## src/rtl/inst_decoder_pkg.sv

```systemverilog
// -----------------------------------------------------------------------------
// riscPkg
// Shared RV32I definitions for the decode stage, register file and ALU:
// XLEN, major opcode constants, ALU / branch operation enums, the decoded
// instruction bundles with their all-zero constants, and small decode helpers.
// No ports (package).
// -----------------------------------------------------------------------------
package riscPkg;

  localparam int cXLEN = 32;

  // Major opcodes (inst[6:0])
  localparam logic [6:0] cOpcReg    = 7'h33;
  localparam logic [6:0] cOpcOpImm  = 7'h13;
  localparam logic [6:0] cOpcLui    = 7'h37;
  localparam logic [6:0] cOpcAuipc  = 7'h17;
  localparam logic [6:0] cOpcJal    = 7'h6F;
  localparam logic [6:0] cOpcJalr   = 7'h67;
  localparam logic [6:0] cOpcLoad   = 7'h03;
  localparam logic [6:0] cOpcStore  = 7'h23;
  localparam logic [6:0] cOpcBranch = 7'h63;

  typedef enum logic [3:0] {
    ADD  = 4'd0,
    SUB  = 4'd1,
    SLL  = 4'd2,
    SLT  = 4'd3,
    SLTU = 4'd4,
    XOR  = 4'd5,
    SRL  = 4'd6,
    SRA  = 4'd7,
    OR   = 4'd8,
    AND  = 4'd9
  } tArithType;

  typedef enum logic [2:0] {
    BEQ  = 3'd0,
    BNE  = 3'd1,
    BLT  = 3'd2,
    BGE  = 3'd3,
    BLTU = 3'd4,
    BGEU = 3'd5,
    JAL  = 3'd6,
    JALR = 3'd7
  } tBranchOp;

  // Immediate layout selected by the opcode
  typedef enum logic [2:0] {
    IMM_NONE = 3'd0,
    IMM_I    = 3'd1,
    IMM_S    = 3'd2,
    IMM_B    = 3'd3,
    IMM_U    = 3'd4,
    IMM_J    = 3'd5
  } tImmFmt;

  typedef struct packed {
    logic [4:0]       rs1Addr;
    logic [4:0]       rs2Addr;
    logic [4:0]       rdAddr;
    logic [2:0]       f3;
    logic [6:0]       f7;
    logic [6:0]       opcode;
    logic [cXLEN-1:0] imm;
    logic [cXLEN-1:0] curPc;
  } tDecodedInst;

  typedef struct packed {
    tArithType aritType;
    logic      opRs1;
    logic      opRs2;
    logic      opImm;
    logic      opPc;
    logic      opConst;
    logic      dv;
  } tDecodedReg;

  typedef struct packed {
    logic load;
    logic store;
    logic dv;
  } tDecodedMem;

  typedef struct packed {
    tBranchOp op;
    logic     dv;
  } tDecodedBranch;

  // One pipeline stage worth of decode results
  typedef struct packed {
    tDecodedInst   inst;
    tDecodedReg    regOp;
    tDecodedMem    memOp;
    tDecodedBranch brOp;
  } tDecodeStage;

  localparam tDecodedInst   cDecodedInst   = '0;
  localparam tDecodedReg    cDecodedReg    = '0;
  localparam tDecodedMem    cDecodedMem    = '0;
  localparam tDecodedBranch cDecodedBranch = '0;
  localparam tDecodeStage   cDecodeStage   = '0;

  function automatic tImmFmt immFmtOf(input logic [6:0] opc);
    case (opc)
      cOpcOpImm, cOpcJalr, cOpcLoad: return IMM_I;
      cOpcStore:                     return IMM_S;
      cOpcBranch:                    return IMM_B;
      cOpcLui, cOpcAuipc:            return IMM_U;
      cOpcJal:                       return IMM_J;
      default:                       return IMM_NONE;
    endcase
  endfunction

  // alt = f7[5] qualified by the caller (SUB only exists for register ops)
  function automatic tArithType arithOf(input logic [2:0] f3, input logic alt);
    case (f3)
      3'd0:    return alt ? SUB : ADD;
      3'd1:    return SLL;
      3'd2:    return SLT;
      3'd3:    return SLTU;
      3'd4:    return XOR;
      3'd5:    return alt ? SRA : SRL;
      3'd6:    return OR;
      default: return AND;
    endcase
  endfunction

  function automatic tBranchOp branchOf(input logic [2:0] f3);
    case (f3)
      3'd1:    return BNE;
      3'd4:    return BLT;
      3'd5:    return BGE;
      3'd6:    return BLTU;
      3'd7:    return BGEU;
      default: return BEQ;
    endcase
  endfunction

  // funct3 values 2 and 3 are not defined for conditional branches
  function automatic logic branchLegal(input logic [2:0] f3);
    return (f3 != 3'd2) && (f3 != 3'd3);
  endfunction

  // Kill a stage: fields keep flowing, only the valid flags drop
  function automatic tDecodeStage dropValid(input tDecodeStage s);
    tDecodeStage r;
    r          = s;
    r.regOp.dv = 1'b0;
    r.memOp.dv = 1'b0;
    r.brOp.dv  = 1'b0;
    return r;
  endfunction

endpackage

```

## src/rtl/inst_decoder_imm_gen.sv

```systemverilog
// -----------------------------------------------------------------------------
// immGen
// Combinational RV32I immediate builder. Assembles and sign-extends the
// immediate for the selected instruction format; IMM_NONE yields zero.
// Ports:
//   inst_i  in  25  instruction bits [31:7] (opcode bits are not needed)
//   fmt_i   in  3   immediate format (tImmFmt)
//   imm_o   out 32  sign-extended immediate
// -----------------------------------------------------------------------------
module immGen
  import riscPkg::*;
(
  input  logic [31:7]      inst_i,
  input  tImmFmt           fmt_i,
  output logic [cXLEN-1:0] imm_o
);

  always_comb begin
    imm_o = '0;
    case (fmt_i)
      IMM_I: imm_o = {{20{inst_i[31]}}, inst_i[31:20]};
      IMM_S: imm_o = {{20{inst_i[31]}}, inst_i[31:25], inst_i[11:7]};
      IMM_B: imm_o = {{19{inst_i[31]}}, inst_i[31], inst_i[7], inst_i[30:25],
                      inst_i[11:8], 1'b0};
      IMM_U: imm_o = {inst_i[31:12], 12'b0};
      IMM_J: imm_o = {{11{inst_i[31]}}, inst_i[31], inst_i[19:12], inst_i[20],
                      inst_i[30:21], 1'b0};
      default: imm_o = '0;
    endcase
  end

endmodule

```

## src/rtl/inst_decoder.sv

```systemverilog
// -----------------------------------------------------------------------------
// inst_decoder
// RV32I decode stage. Decodes one instruction per clock combinationally into
// stage 1, then delays the result through cycleNum-1 further struct registers
// so outputs line up with register-file read data.
//
// Flow control: there is no handshake. An instruction enters every cycle; the
// OpDv / MemDv / BrDv flags are the only qualifiers, and consumers must ignore
// the field outputs whenever the relevant flag is low.
//
// Ports:
//   iClk, iRst          clock (rising) / async active-high reset
//   iInst, iCurPC       instruction word and its PC
//   iFlushPipe          clears all valid flags (including this cycle's input)
//   oRs1Addr/oRs2Addr/oRdAddr, oF3, oF7, oOpcode   raw field extracts
//   oImm                sign-extended immediate (0 for R-type / unknown)
//   oCurPc              delayed PC
//   oLoad/oStore/oMemDv memory op bundle
//   oAritType, oOpRs1/oOpRs2/oOpImm/oOpPc/oOpConst, oOpDv   register op bundle
//   oBrOp, oBrDv        branch op bundle
// -----------------------------------------------------------------------------
module inst_decoder
  import riscPkg::*;
#(
  parameter int cycleNum = 2
) (
  input  logic             iClk,
  input  logic             iRst,
  input  logic [31:0]      iInst,
  input  logic [31:0]      iCurPC,
  input  logic             iFlushPipe,
  output logic [4:0]       oRs1Addr,
  output logic [4:0]       oRs2Addr,
  output logic [4:0]       oRdAddr,
  output logic [2:0]       oF3,
  output logic [6:0]       oF7,
  output logic [6:0]       oOpcode,
  output logic [31:0]      oImm,
  output logic [31:0]      oCurPc,
  output logic             oLoad,
  output logic             oStore,
  output logic             oMemDv,
  output logic [3:0]       oAritType,
  output logic             oOpRs1,
  output logic             oOpRs2,
  output logic             oOpImm,
  output logic             oOpPc,
  output logic             oOpConst,
  output logic             oOpDv,
  output logic [2:0]       oBrOp,
  output logic             oBrDv
);

  logic [2:0]       f3;
  logic [cXLEN-1:0] imm;
  tDecodeStage      dec;
  tDecodeStage      stage_d [cycleNum];
  tDecodeStage      stage_q [cycleNum];
  tDecodeStage      out_stage;

  assign f3 = iInst[14:12];

  immGen u_imm_gen (
    .inst_i (iInst[31:7]),
    .fmt_i  (immFmtOf(iInst[6:0])),
    .imm_o  (imm)
  );

  // ---------------------------------------------------------------------------
  // Combinational decode of the incoming instruction
  // ---------------------------------------------------------------------------
  always_comb begin
    dec               = cDecodeStage;
    dec.inst.rs1Addr  = iInst[19:15];
    dec.inst.rs2Addr  = iInst[24:20];
    dec.inst.rdAddr   = iInst[11:7];
    dec.inst.f3       = f3;
    dec.inst.f7       = iInst[31:25];
    dec.inst.opcode   = iInst[6:0];
    dec.inst.imm      = imm;
    dec.inst.curPc    = iCurPC;

    case (iInst[6:0])
      cOpcReg: begin
        dec.regOp.opRs1    = 1'b1;
        dec.regOp.opRs2    = 1'b1;
        dec.regOp.dv       = 1'b1;
        dec.regOp.aritType = arithOf(f3, iInst[30]);
      end
      cOpcOpImm: begin
        dec.regOp.opRs1    = 1'b1;
        dec.regOp.opImm    = 1'b1;
        dec.regOp.dv       = 1'b1;
        // Immediate ops have no SUBI; f7[5] only matters for SRAI
        dec.regOp.aritType = arithOf(f3, (f3 == 3'd5) && iInst[30]);
      end
      cOpcLui: begin
        dec.regOp.opImm = 1'b1;
        dec.regOp.dv    = 1'b1;
      end
      cOpcAuipc: begin
        dec.regOp.opPc  = 1'b1;
        dec.regOp.opImm = 1'b1;
        dec.regOp.dv    = 1'b1;
      end
      cOpcJal, cOpcJalr: begin
        // Link value rd = PC + 4 is computed by the ALU
        dec.regOp.opPc    = 1'b1;
        dec.regOp.opConst = 1'b1;
        dec.regOp.dv      = 1'b1;
        dec.brOp.op       = (iInst[6:0] == cOpcJal) ? JAL : JALR;
        dec.brOp.dv       = 1'b1;
      end
      cOpcLoad: begin
        dec.memOp.load = 1'b1;
        dec.memOp.dv   = 1'b1;
      end
      cOpcStore: begin
        dec.memOp.store = 1'b1;
        dec.memOp.dv    = 1'b1;
      end
      cOpcBranch: begin
        dec.brOp.op = branchOf(f3);
        dec.brOp.dv = branchLegal(f3);
      end
      default: begin
        // Unknown opcode: fields already extracted, all valid flags stay low
      end
    endcase
  end

  // ---------------------------------------------------------------------------
  // Delay pipeline: stage 0 captures the decode, later stages just shift.
  // A flush kills every stage (and the instruction being captured) at once.
  // ---------------------------------------------------------------------------
  always_comb begin
    stage_d[0] = iFlushPipe ? dropValid(dec) : dec;
    for (int s = 1; s < cycleNum; s++) begin
      stage_d[s] = iFlushPipe ? dropValid(stage_q[s-1]) : stage_q[s-1];
    end
  end

  always_ff @(posedge iClk or posedge iRst) begin
    if (iRst) begin
      for (int s = 0; s < cycleNum; s++) begin
        stage_q[s] <= cDecodeStage;
      end
    end else begin
      for (int s = 0; s < cycleNum; s++) begin
        stage_q[s] <= stage_d[s];
      end
    end
  end

  // ---------------------------------------------------------------------------
  // Outputs come straight from the last register stage
  // ---------------------------------------------------------------------------
  assign out_stage = stage_q[cycleNum-1];

  assign oRs1Addr  = out_stage.inst.rs1Addr;
  assign oRs2Addr  = out_stage.inst.rs2Addr;
  assign oRdAddr   = out_stage.inst.rdAddr;
  assign oF3       = out_stage.inst.f3;
  assign oF7       = out_stage.inst.f7;
  assign oOpcode   = out_stage.inst.opcode;
  assign oImm      = out_stage.inst.imm;
  assign oCurPc    = out_stage.inst.curPc;

  assign oLoad     = out_stage.memOp.load;
  assign oStore    = out_stage.memOp.store;
  assign oMemDv    = out_stage.memOp.dv;

  assign oAritType = out_stage.regOp.aritType;
  assign oOpRs1    = out_stage.regOp.opRs1;
  assign oOpRs2    = out_stage.regOp.opRs2;
  assign oOpImm    = out_stage.regOp.opImm;
  assign oOpPc     = out_stage.regOp.opPc;
  assign oOpConst  = out_stage.regOp.opConst;
  assign oOpDv     = out_stage.regOp.dv;

  assign oBrOp     = out_stage.brOp.op;
  assign oBrDv     = out_stage.brOp.dv;

endmodule

```

## config.mk

```make
export PLATFORM = sky130hd
export DESIGN_NAME = inst_decoder
export DESIGN_NICKNAME = d
export VERILOG_FILES = /design/src/rtl/inst_decoder_pkg.sv /design/src/rtl/inst_decoder_imm_gen.sv /design/src/rtl/inst_decoder.sv
export SDC_FILE = /design/constraint.sdc
export NUM_CORES = 1
export LEC_CHECK = 0
export BUFFER_PORTS_ARGS = -buffer_cell sky130_fd_sc_hd__buf_2
export CAP_MARGIN = 0
export CORE_AREA = 2 2 158 160
export DETAILED_ROUTE_END_ITERATION = 8
export DIE_AREA = 0 0 160 162
export GPL_TIMING_DRIVEN = 0
export SLEW_MARGIN = 40
export SYNTH_ARGS = -nofsm -noshare
export SYNTH_HDL_FRONTEND = slang
export SYNTH_SLANG_ARGS = --single-unit
```

## constraint.sdc

```tcl
create_clock -name iClk -period 9.37 [get_ports iClk]
set_clock_uncertainty 0.15 [all_clocks]
set_input_delay 0.4685 -clock iClk [delete_from_list [all_inputs] [get_ports iClk]]
set_output_delay 0.4685 -clock iClk [all_outputs]
set_load 0.02 [all_outputs]
```

* Word-level counts from Yosys, hierarchy flattened
Cells that the tools add are included.
** Word-level totals
- Register bits :: 226
- Input port bits :: 67
- Output and inout bits :: 113
- Word-level logic and storage cells :: 95
** Cells by class
- Equal/unequal tests :: 23
- Mux-type cells :: 22
- Reductions and logical operators :: 10
** Operators by type and width (number)
- $pmux W32 S5 :: 1
- $pmux W4 S7 :: 2
- $pmux W3 S5 :: 2
- $eq A7 B6 Y1 const B :: 3
- $eq A7 B7 Y1 const B :: 3
- $eq A3 B3 Y1 const B :: 6
- $mux W8 :: 2
- $eq A7 B5 Y1 const B :: 2
- $mux W1 :: 13
- $eq A3 B2 Y1 const B :: 4
- $pmux W5 S2 :: 1
- $reduce_or A3 Y1 :: 3
- $pmux W4 S2 :: 1
- $eq A7 B2 Y1 const B :: 1
- $eq A3 B1 Y1 const B :: 2
- $ne A3 B2 Y1 const B :: 2
- $reduce_or A2 Y1 :: 3
- $reduce_or A6 Y1 :: 1
- $logic_not A3 Y1 :: 1
- $logic_and A1 B1 Y1 :: 2

* Depth between registers and ports, before layout
Gate-level depths: netlist of run 1.
- Depth after elaboration :: 5
- Mapped depth :: 6
- Depth with buffers taken out :: 3

* Modules after synthesis
From an unflattened synthesis of run 1, not the netlist that was laid out.
** Unflattened totals
- Cell total of the unflattened synthesis :: 447
- Area, all modules :: 7155.6 um2
** Modules (own cells, without submodules)
- inst_decoder :: times used 1, cells each 381, area each 6765.2 um2, sequential area each 5655.4 um2
- immGen :: times used 1, cells each 66, area each 390.4 um2, sequential area each 0.0 um2

* Least setup slack after synthesis of run 1
No wires, ideal clock.
- Path type :: input-to-reg
- From :: input iInst[6]
- To :: register stage_q[182] (netlist name)
- Setup time :: 0.133 ns
- Arrival time :: 1.398 ns
- Required time :: 9.087 ns
- Setup slack :: 7.689 ns
- Stages :: 6
- Buffers on the path :: 3
- Cell sequence :: buf_2 -> and3b_1 -> buf_6 -> a22oi_4 -> buf_4 -> o21ai_0
** RTL lines
- start: declaration :: line inst_decoder.sv:29 : input logic [31:0] iInst,
- end signal: indexed assignment :: line inst_decoder.sv:146 : stage_q[s] <= cDecodeStage;
- end signal: indexed assignment :: line inst_decoder.sv:150 : stage_q[s] <= stage_d[s];
- end: declaration :: line inst_decoder.sv:58 : tDecodeStage stage_q [cycleNum];

==> summary.md, run 1 <==
| Metric | Value |
|---|---|
| Max-Slew Margin vs Limit | 0.615 |
| Post-synthesis adder-cell area fraction | 0 |
| Maximum vdd drop | 114 µV |
| Routability congestion estimate | 0.715 |
| Hold_buf cts | 58 |
| Sequential element share of the synthesized area | 0.793 |
| Max FO, Critical Path | 10 |
| I/O pin total | 180 |
| Fmax | 0.465 GHz |
| Number of port buffers | around 180 |
| Die footprint | ~26000 µm² |
| Slew of the pin with the lowest slew margin | 0.576 ns |
| Commonest non-fill, non-tap cell in the layout | dfrtp_1 |
| Most frequent cells in the layout | dfrtp_1, buf_2, buf_4, dlygate4sd3_1, clkbuf_16 |
| Share of cells above drive strength 1 | 0.457 |
| Gr usage total | 0.114 |
| Dpl ws | roughly 7.2 ns |
| Number of global-route vias before repair | approximately 4200 |
| Post-synthesis simple-gate area fraction | 0.0424 |
| Area grow syn2layout | 38.4% |
| Net Count, Synth | 509 |
| Root Buffer | clkbuf_16 |
| Clock-pin slew on the worst setup and hold paths | 0.06 ns |
| Largest net degree at the start of global routing | between 80 and 90 |
| Total CTS buffers | 24 |
| DP HPWL | approximately 9600 µm |
| Synth Area in Compound Gates | 0.0431 |
| CTS tree | done |
| Most used DFF post-synth | dfrtp_1 |
| RSZ-0062 raised after global routing | no |
| Final Max Slew Viols | 0 |
| Routed WL per cell | between 10 and 15 µm |
| Nature of the critical path startpoint | input pin |
| Clk sinks | roughly 230 |
| Initial Util | 0.296 |
| Routed WL | about 15000 µm |
| Crit path DAT | around 2.4 ns |
| Critical path capture point type | flip-flop |
| Synth warn | 0 |
| Post-cts repair resize count | 0 |
| Synth unique cells | 35 |
| Yosys reg bits | around 230 |
| Core ar. | 24100 µm² |
| Largest family of logic cells by synthesized area | buffers and inverters |
| Clk Latency, worst-skew pair | around 0.50 ns |
| Total power | 2.07 mW |
| Fin nets | between 700 and 800 |
| Total congestion overflow | 0 |
| Rows | 57 |
| Count of flip-flops with a built-in enable after synthesis | 0 |
| Initial antenna violation count | 0 |
| Setup ws final | ~7.2 ns |
| Vias per cell | ~3.8 |
| Finish-stage setup viols | 0 |
| Post-DRT Antenna Nets | 0 |
| TritonRoute pass-1 iters | 4 |
| Min-delay worst type | input pin to flip-flop |
| Number of setup buffers added after CTS | 0 |
| Fin crit period | ~2.2 ns |
| Post-Synthesis Cells | 442 |
| Core Util, Final | 0.410 |
| Async SR Flop Fraction | 1.00 |
| Required time of the worst setup path | ~9.6 ns |
| Synth Area per Inst | 16.1 µm² |
| Post-Synth XOR/XNOR Area | 0 |
| Multiplexer share of the synthesized area | 0.00438 |
| Critical path type | input pin to flip-flop |
| First-pass GRT wire length | approximately 23000 µm |
| Final period utilization | 0.230 |
| Status | finished clean |
| Pleak | ~5.1 nW |
| Initial drt markers | 150 |
| Maximum buffer depth of the clock tree | 3 |
| Hold Vio Cnt, Final | 0 |
| Diodes inserted | 0 |
| Routed via count | 4005 |
| H-tree levels | 1 |
| Setup TNS | 0 ns |
| Synthesized cell area | just over 7000 µm² |
| # Max-Cap Violations | 0 |
| Post-route DRC | 0 |
| Pwr per Cell Area | around 210 nW/µm² |
| Die Y | around 160 µm |
| Die W | 160 µm |
final timing paths:
| kind | slack (ns) | cells after the start | to | start |
|---|---|---|---|---|
| setup / recovery | 7.22 | 8 | stage_q[184] | iInst[6] |
| hold / removal | 0.03 | 1 | stage_q[197] | iInst[3] |
| setup reg to reg | 8.63 | 1 | oMemDv | stage_q[117] |
| hold reg to reg | 0.18 | 0 | oImm[10] | stage_q[172] |
| max in group asynchronous | 8.03 | 4 | oF7[1] | iRst |
| min in group asynchronous | 0.36 | 3 | oCurPc[2] | iRst |
area by class of cell:
cell class                      instances  area (µm²)
Buffer                                111         820
Clock buffer                           37         711
Clock inverter                          5        56.3
Fill cell                            2265       14200
Inverter                                5        26.3
Multi-Input combinational cell        100         642
Sequential cell                       226        5660
Tap cell                              324         405
Timing Repair Buffer                  240        1560
state kept, by name, indices dropped and copies added, names as in the netlist:
signal,flops
oOpRs2,1
oF7,7
oStore,1
oBrOp,3
oAritType,4
oRdAddr,5
stage_q,113
oLoad,1
oMemDv,1
oOpPc,1
oCurPc,32
oF3,3
oOpDv,1
oRs1Addr,5
oOpRs1,1
oBrDv,1
oOpImm,1
oRs2Addr,5
oOpConst,1
oImm,32
oOpcode,7
report_power, final:
group          leakage, nW  switching (mW)  total (mW)  internal [mW]
clock network        0.373           0.355       0.902          0.547
registers             2.85         0.00895        1.02           1.01
logic                 1.92          0.0777       0.145         0.0670
cell families (layout without fill, tap and decap cells):
group	Yosys count	in the layout
buffers and inverters	116	398
and+or+nand+nor	53	53
AOI/OAI and AO/OA	44	44
muxes	3	3
DFF	226	226
Yosys cell counts (2+ instances only):
cell type  instances  area share
nand4_1            2      0.0018
clkbuf_1           2      0.0011
a21o_1             8      0.0084
mux2i_1            2      0.0028
a21oi_1            6      0.0042
and3_1             2      0.0018
nand2_1            8      0.0042
a22o_1             4      0.0049
buf_4            104        0.11
inv_1              5      0.0026
buf_2              4      0.0028
and3b_1            2      0.0025
nand3b_1           2      0.0021
nand2b_1           3      0.0026
o21ai_0           17       0.012
a211oi_1           2      0.0021
nor3_1             2      0.0014
nand3_1           13      0.0091
nor2_1             4      0.0021
nor2b_1           10      0.0088
dfrtp_1          226        0.79
worst max-delay path, stage by stage:
cell	delay, ns
dlygate4sd3_1	0.54
buf_2	0.15
buf_2	0.18
and3b_1	0.20
buf_6	0.14
a22oi_4	0.36
buf_4	0.24
o21ai_0	0.09
per-stage QoR:
| stage | hold WS [ns] | cell area (µm²) | std cells |
|---|---|---|---|
| floorplan | 0.181 | 7140 | 442 |
| global placement | 0.181 | 8440 | 945 |
| detailed placement | 0.185 | 8530 | 948 |
| CTS | 0.00395 | 9870 | 1048 |
| global route | 0.00842 | 9870 | 1048 |
| finish | 0.0289 | 9870 | 1048 |
metal layers:
metal | global-route usage | routed length (µm) | vias up
li1 | - | - | 1874
met1 | 0.147 | 6170 | 1984
met2 | 0.194 | 7190 | 122
met3 | 0.0260 | 872 | 25
met4 | 0.0348 | 297 | 0
met5 | 0 | 0 | -
No activity file was read; power rests on OpenSTA's default activity.
==> run 2: changes to the inputs <==
- ABC_AREA: default -> 1
- CORE_AREA: 2 2 158 160 -> 2 2 163 165
- DIE_AREA: 0 0 160 162 -> 0 0 165 167
- clock period: 9.37 -> 1.85 ns (I/O delays scaled with it)
==> run 2 against run 1 <==
Compared with the run above:
- clock power increased to 5.5 times the previous value
- first-iteration DRC count increased by 78%
- worst setup slack got worse by 6.9 ns
- hold slack improved by 0.043 ns
- design area increased by 8.5%
- global-route usage increased by 1.2 points
- sequential cell count unchanged
- critical path type unchanged
- largest cell class unchanged
==> summary.md, run 2 <==
| Metric | Value |
|---|---|
| Total CTS buffers | 25 (+4.2%) |
| Most frequent cells in the layout | dfrtp_1, buf_2, buf_4, nand2_1, dlygate4sd3_1 |
| Area grow syn2layout | 40.2% |
| Reg with most FFs | stage_q |
| Gr usage total | 0.126 (+0.0122) |
| Synth unique cells | 21 (-40%) |
| Sequential element share of the synthesized area | 0.740 (-0.0524) |
| Initial drt markers | 267 (+78%) |
| Synthesized cell area | 7640 µm² (+7.1%) |
| Synth warn | 0 (unchanged) |
| Die Y | 167 µm (+3.1%) |
| Final period utilization | 0.821 |
| Crit path DAT | 1.81 ns (-0.56 ns) |
| I/O pin total | 180 (unchanged) |
| Share of cells above drive strength 1 | 0.411 (-0.0465) |
| Worst Reg2Reg Path Length in Cells | 2 (+1) |
| Max FFs per register | 113 (unchanged) |
| Cell family with most CP delay | buffers and inverters |
| Yosys reg bits | 226 (unchanged) |
| Number of port buffers | 179 (unchanged) |
| Critical path capture point type | flip-flop |
| Design Area, Final | 10700 µm² (+8.5%) |
| Count leader, synth | dfrtp_1 |
| TritonRoute pass-1 iters | 4 (unchanged) |
| Clk sinks | 226 (unchanged) |
| Max FO, Critical Path | 10 (unchanged) |
| Final Max Slew Viols | 0 (unchanged) |
| Synth Area per Inst | 12.8 µm² (-21%) |
| Post-DRT Antenna Nets | 0 (unchanged) |
| Routed WL | 17000 µm (+17%) |
| Count of flip-flops with a built-in enable after synthesis | 0 (unchanged) |
| Die footprint | 27600 µm² (+6.3%) |
| CTS tree | done |
| Post-Synthesis Cells | 597 (+35%) |
| Most used DFF post-synth | dfrtp_1 |
| Net Count, Synth | 664 (+30%) |
| Routability congestion estimate | 0.750 (+4.9%) |
| Commonest non-fill, non-tap cell in the layout | dfrtp_1 |
| Critical path type | input pin to flip-flop |
| Rows | 59 (+3.5%) |
| Instance area at placement | 9190 µm² (+7.8%) |
| First-pass GRT wire length | 26800 µm (+16%) |
| Slew of the pin with the lowest slew margin | 0.507 ns (-0.0685 ns) |
| Diodes inserted | 0 (unchanged) |
| Nature of the critical path startpoint | input pin |
| Core Util, Final | 0.416 (+0.00623) |
| Initial antenna violation count | 0 (unchanged) |
| Number of global-route vias before repair | 5043 (+20%) |
| Status | finished clean |
| DP HPWL | 11900 µm (+24%) |
| WP buf/inv | 3 (-2) |
| Vias per cell | 3.88 (+1.6%) |
| Fin crit period | 1.52 ns |
| Async SR Flop Fraction | 1.00 (unchanged) |
| Total power | 11.0 mW (+430%) |
| Top cells by count, synth | dfrtp_1, buf_4, nand2_1 |
| RSZ-0062 raised after global routing | no |
| Clk Latency, worst-skew pair | 0.51 ns (about the same) |
| Max-Slew Margin vs Limit | 0.661 (+0.0452) |
| Fin nets | 950 (+23%) |
| Critical-path top delay cell | dlygate4sd3_1 |
| H-tree levels | 1 (unchanged) |
| Routed via count | 4801 (+20%) |
| Clock-pin slew on the worst setup and hold paths | 0.06 ns (about the same) |
| Largest area contributor in the netlist | dfrtp_1 |
| Largest net degree at the start of global routing | 28 (-65%) |
| Post-synth top area share | 0.740 (-0.0524) |
| Synth top area cells | dfrtp_1, buf_4, nand2_1 |
| Pwr per Cell Area | 1020 nW/µm² (+390%) |
| Core ar. | 25800 µm² (+6.9%) |
| # Max-Cap Violations | 0 (unchanged) |
| Required time of the worst setup path | 2.14 ns (-7.45 ns) |
| Routed WL per cell | 13.7 µm (-0.94%) |
| Maximum vdd drop | 705 µV (+520%) |
| Post-route DRC | 0 (unchanged) |
| Fmax | around 0.66 GHz |
| Initial Util | 0.297 (+0.000572) |
| Total congestion overflow | 0 (unchanged) |
| Die W | 165 µm (+3.1%) |
| Maximum buffer depth of the clock tree | 3 (unchanged) |
| Hold Vio Cnt, Final | 0 (unchanged) |
| Worst hold stages | 2 (+1) |
| CP cell instances | dlygate4sd3_1, buf_2, nand2_2, nor2_2, buf_2, nand3_1, nand2_1, nor2_1, nand2_1 |
| Pleak | 5.88 nW (+14%) |
| Min-delay worst type | input pin to flip-flop |
| Worst path depth | 9 (+1) |
| Finish-stage setup viols | 0 (unchanged) |
| Root Buffer | clkbuf_16 |
| Slowest stage delay, CP | 0.53 ns (about the same) |
## run 2: cell count changes in the layout (fill, tap and decap cells not counted), sizes merged, moves of 15 or more
cell	before	now
nor2	4	57
inv	5	30
o21ai	17	2
nand3	13	57
buf	291	311
nand2	8	100
## run 2: repair_timing
action	4_1_cts	5_1_grt
endpoints found under the setup margin	0	27
setup buffers	0	4
endpoints found under the hold margin	279	0
hold buffers	67	0
gates resized for setup	0	2
## run 2: worst reg2reg max path, stage by stage (launching register included)
cell and delay, ns:
dfrtp_1 0.37, inv_1 0.06, nor2_1 0.03
## run 2: metrics by stage
stage	TNS, ns	setup WS (ns)	std cells	hold WS, ns
after detailed placement	0	0.337	1121	-0.119
after CTS	0	0.0320	1233	0.0473
after global placement	-574.71	-2.56	1111	0.0504
final	0	0.331	1236	0.0717
after global routing	0	0.198	1236	0.0608
after floorplan	-303.86	-1.34	597	-0.0261
## run 2: worst paths after layout
kind	from	endpoint	slack, ns
worst max-delay path	iInst[0]	stage_q[177]	0.33
worst min-delay path	iCurPC[30]	stage_q[160]	0.07
worst max register to register	stage_q[120]	oOpDv	1.13
worst min register to register	stage_q[174]	oImm[12]	0.19
max in group asynchronous	iRst	oCurPc[6]	0.58
min in group asynchronous	iRst	stage_q[159]	0.12
## run 2: report_power, final
| group | internal (mW) | total [mW] | switching (mW) |
|---|---|---|---|
| sequential | 5.12 | 5.17 | 0.0471 |
| combinational | 0.384 | 0.828 | 0.444 |
| clock | 3.07 | 4.98 | 1.91 |
| total | 8.57 | 11.0 | 2.40 |
## run 2: final cells by class
cell class / instances / area [µm²]
Fill cell: 2434 / 15000
Sequential cell: 226 / 5660
Buffer: 118 / 881
Clock inverter: 12 / 145
Inverter: 30 / 116
Multi-Input combinational cell: 223 / 992
Tap cell: 335 / 419
Clock buffer: 33 / 696
Timing Repair Buffer: 259 / 1810
## run 2: cell families (layout without fill, tap and decap cells)
| group | Yosys count | count (layout) | synth area share |
|---|---|---|---|
| AND/OR/NAND/NOR | 217 | 217 | 0.126 |
| buffers and inverters | 148 | 452 | 0.130 |
| flip-flops | 226 | 226 | 0.740 |
| AO/OA/AOI/OAI | 6 | 6 | 0.00426 |
## run 2: routing by layer
layer,GRT usage,vias to the layer above,routed length [µm]
met2,0.211,165,8300
met3,0.0316,37,1240
met1,0.159,2284,7000
li1,-,2315,-
met4,0.0420,0,434
met5,0,-,0
==> run 3: changes to the inputs <==
- clock period: 1.85 -> 1.5 ns (I/O delays scaled with it)
==> run 3 against run 2 <==
Compared with the run above:
- non-clock buffer count down 1
- global-route usage about the same
- clock power up 23%
- largest power group unchanged
==> summary.md, run 3 (synthesis gave the netlist of run 2 again) <==
| Metric | Value |
|---|---|
| Design Area, Final | 10800 µm² (+0.51%) |
| Pleak | 5.89 nW (about the same) |
| # Max-Cap Violations | 0 (unchanged) |
| Final Max Slew Viols | 0 (unchanged) |
| Die footprint | 27600 µm² (unchanged) |
| Commonest non-fill, non-tap cell in the layout | dfrtp_1 |
| Max FFs per register | 113 (unchanged) |
| Reg with most FFs | stage_q |
| H-tree levels | 1 (unchanged) |
| Initial Util | 0.297 (unchanged) |
| Hold Vio Cnt, Final | 0 (unchanged) |
| Worst hold stages | 5 (+3) |
| Reg power frac | 0.471 (about the same) |
| Reg2reg end | oOpDv |
| DP HPWL | 11900 µm (unchanged) |
| Finish-stage setup viols | 0 (unchanged) |
| Vias per cell | 3.90 (+0.37%) |
| Fin nets | 950 (unchanged) |
| Diodes inserted | 0 (unchanged) |
| Fin crit period | around 1.4 ns |
| CTS tree | done |
| Max-Slew Margin vs Limit | 0.798 (+0.138) |
| TritonRoute pass-1 iters | 4 (unchanged) |
| Slew of the pin with the lowest slew margin | 0.302 ns (-0.205 ns) |
| Post-DRT Antenna Nets | 0 (unchanged) |
| Max FO, Critical Path | 5 (-5) |
| Startpoint of the worst hold path | iInst[0] |
| Die W | 165 µm (unchanged) |
| Die Y | 167 µm (unchanged) |
| Sw Share | 0.219 (+0.000256) |
| Area grow syn2layout | 40.9% |
| Clock Power Share | 0.453 (about the same) |
| Most frequent cells in the layout | dfrtp_1, buf_2, buf_4, nand2_1, dlygate4sd3_1 |
| Number of port buffers | 179 (unchanged) |
| Initial antenna violation count | 0 (unchanged) |
| Status | finished clean |
| Min-delay worst type | input pin to flip-flop |
| Core ar. | 25800 µm² (unchanged) |
| Clk Latency, worst-skew pair | 0.51 ns (about the same) |
| Share of cells above drive strength 1 | 0.414 (+0.00333) |
| Internal power | 10.6 mW (+23%) |
| Maximum buffer depth of the clock tree | 3 (unchanged) |
| Fmax | around 0.7 GHz |
| Crit path DAT | 1.69 ns (-0.12 ns) |
| Pwr per Cell Area | 1260 nW/µm² (+23%) |
| Gr usage total | 0.126 (about the same) |
| Final period utilization | 0.957 |
| Maximum vdd drop | 870 µV (+23%) |
| Largest net degree at the start of global routing | 28 (unchanged) |
| Reg-to-Reg Start | stage_q[120] |
| Routability congestion estimate | 0.750 (unchanged) |
| Critical path type | input pin to flip-flop |
| Logic gate share of total power | 0.076 (about the same) |
| Clk sinks | 226 (unchanged) |
| Routed via count | 4819 (+0.37%) |
| Instance area at placement | 9190 µm² (unchanged) |
| Clock-pin slew on the worst setup and hold paths | 0.06 ns (about the same) |
| Nature of the critical path startpoint | input pin |
| Number of global-route vias before repair | 5037 (-0.12%) |
| Initial drt markers | 284 (+6.4%) |
| I/O pin total | 180 (unchanged) |
| Worst Reg2Reg Path Length in Cells | 2 (unchanged) |
| Root Buffer | clkbuf_16 |
| Critical path capture point type | flip-flop |
| Total congestion overflow | 0 (unchanged) |
| Rows | 59 (unchanged) |
| Required time of the worst setup path | 1.76 ns (-0.38 ns) |
| Post-route DRC | 0 (unchanged) |
| Total CTS buffers | 25 (unchanged) |
| Min-Delay Endpoint | stage_q[123] |
| R2r setup slk | 0.78 ns (-0.35 ns) |
| First-pass GRT wire length | 26800 µm (about the same) |
| RSZ-0062 raised after global routing | yes |
| NetSw | 2.97 mW (+24%) |
| Routed WL | 17100 µm (+0.76%) |
| Setup TNS | 0 ns (unchanged) |
| Routed WL per cell | 13.8 µm (+0.76%) |
-- run 3: cell count changes in the layout (fill, tap and decap cells not counted), sizes merged --
cell and change:
clkbuf +3, nor2 +1, buf -6, dlygate4sd3 +2
-- run 3: power by group through the flow --
| stage | logic (mW) | registers, mW | clock network, mW |
|---|---|---|---|
| 2_1_floorplan | 0.492 | 6.47 | 0 |
| 3_3_place_gp | 0.809 | 6.48 | 0 |
| 3_5_place_dp | 0.895 | 6.48 | 0 |
| 4_1_cts | 1.03 | 6.37 | 6.36 |
| 5_1_grt | 1.14 | 6.39 | 6.62 |
| 6_report | 1.03 | 6.37 | 6.14 |
-- run 3: worst max path at each step --
stage | startpoint | end | slack, ns | depth (start not counted)
6_report | iInst[6] | stage_q[120] | 0.06 | 8
3_3_place_gp | iRst | stage_q[222] | -2.89 | 2
5_1_grt | iInst[3] | stage_q[184] | -0.02 | 10
3_5_place_dp | iInst[1] | stage_q[193] | 0.004 | 8
2_1_floorplan | iRst | oAritType[0] | -1.68 | 1
4_1_cts | iInst[3] | stage_q[193] | 0.01 | 10
-- run 3: layout make-up --
| class | count | area (µm²) |
|---|---|---|
| clock inverter | 12 | 145 |
| multi-input combinational | 224 | 1020 |
| clock buffer | 33 | 696 |
| sequential | 226 | 5660 |
| buffer | 118 | 898 |
| inverter | 30 | 119 |
| fill | 2428 | 15000 |
| tap | 335 | 419 |
| timing repair buffer | 258 | 1820 |
-- run 3: timing repair --
action                                 4_1_cts  5_1_grt
hold buffers                                66        2
buffers inserted                             0        1
setup endpoints to repair                    0       33
resized for setup                            0       16
endpoints found under the hold margin      294        2
-- run 3: per-layer routing --
| layer | up-vias | routed length, µm | global-route usage |
|---|---|---|---|
| li1 | 2319 | - | - |
| met1 | 2289 | 7010 | 0.159 |
| met2 | 175 | 8450 | 0.211 |
| met3 | 36 | 1240 | 0.0316 |
| met4 | 0 | 401 | 0.0420 |
| met5 | - | 0 | 0 |
-- run 3: worst max-delay path, stage by stage --
cell	delay, ns
dlygate4sd3_1	0.54
buf_6	0.13
inv_4	0.05
nand2_2	0.10
nor3_2	0.04
dlygate4sd3_1	0.55
o21bai_1	0.13
inv_1	0.05
-- run 3: per-stage QoR --
stage | power (mW) | utilization | cells | hold WS (ns) | setup slack [ns]
after CTS | 13.8 | 0.415 | 1232 | -0.481 | 0.0110
after global placement | 7.29 | 0.348 | 1111 | 0.0329 | -2.89
after global routing | 14.1 | 0.418 | 1236 | 0.0382 | -0.0227
final | 13.5 | 0.418 | 1236 | 0.000891 | 0.0638
after floorplan | 6.96 | - | 597 | -0.0436 | -1.68
after detailed placement | 7.38 | 0.357 | 1121 | -0.136 | 0.00422
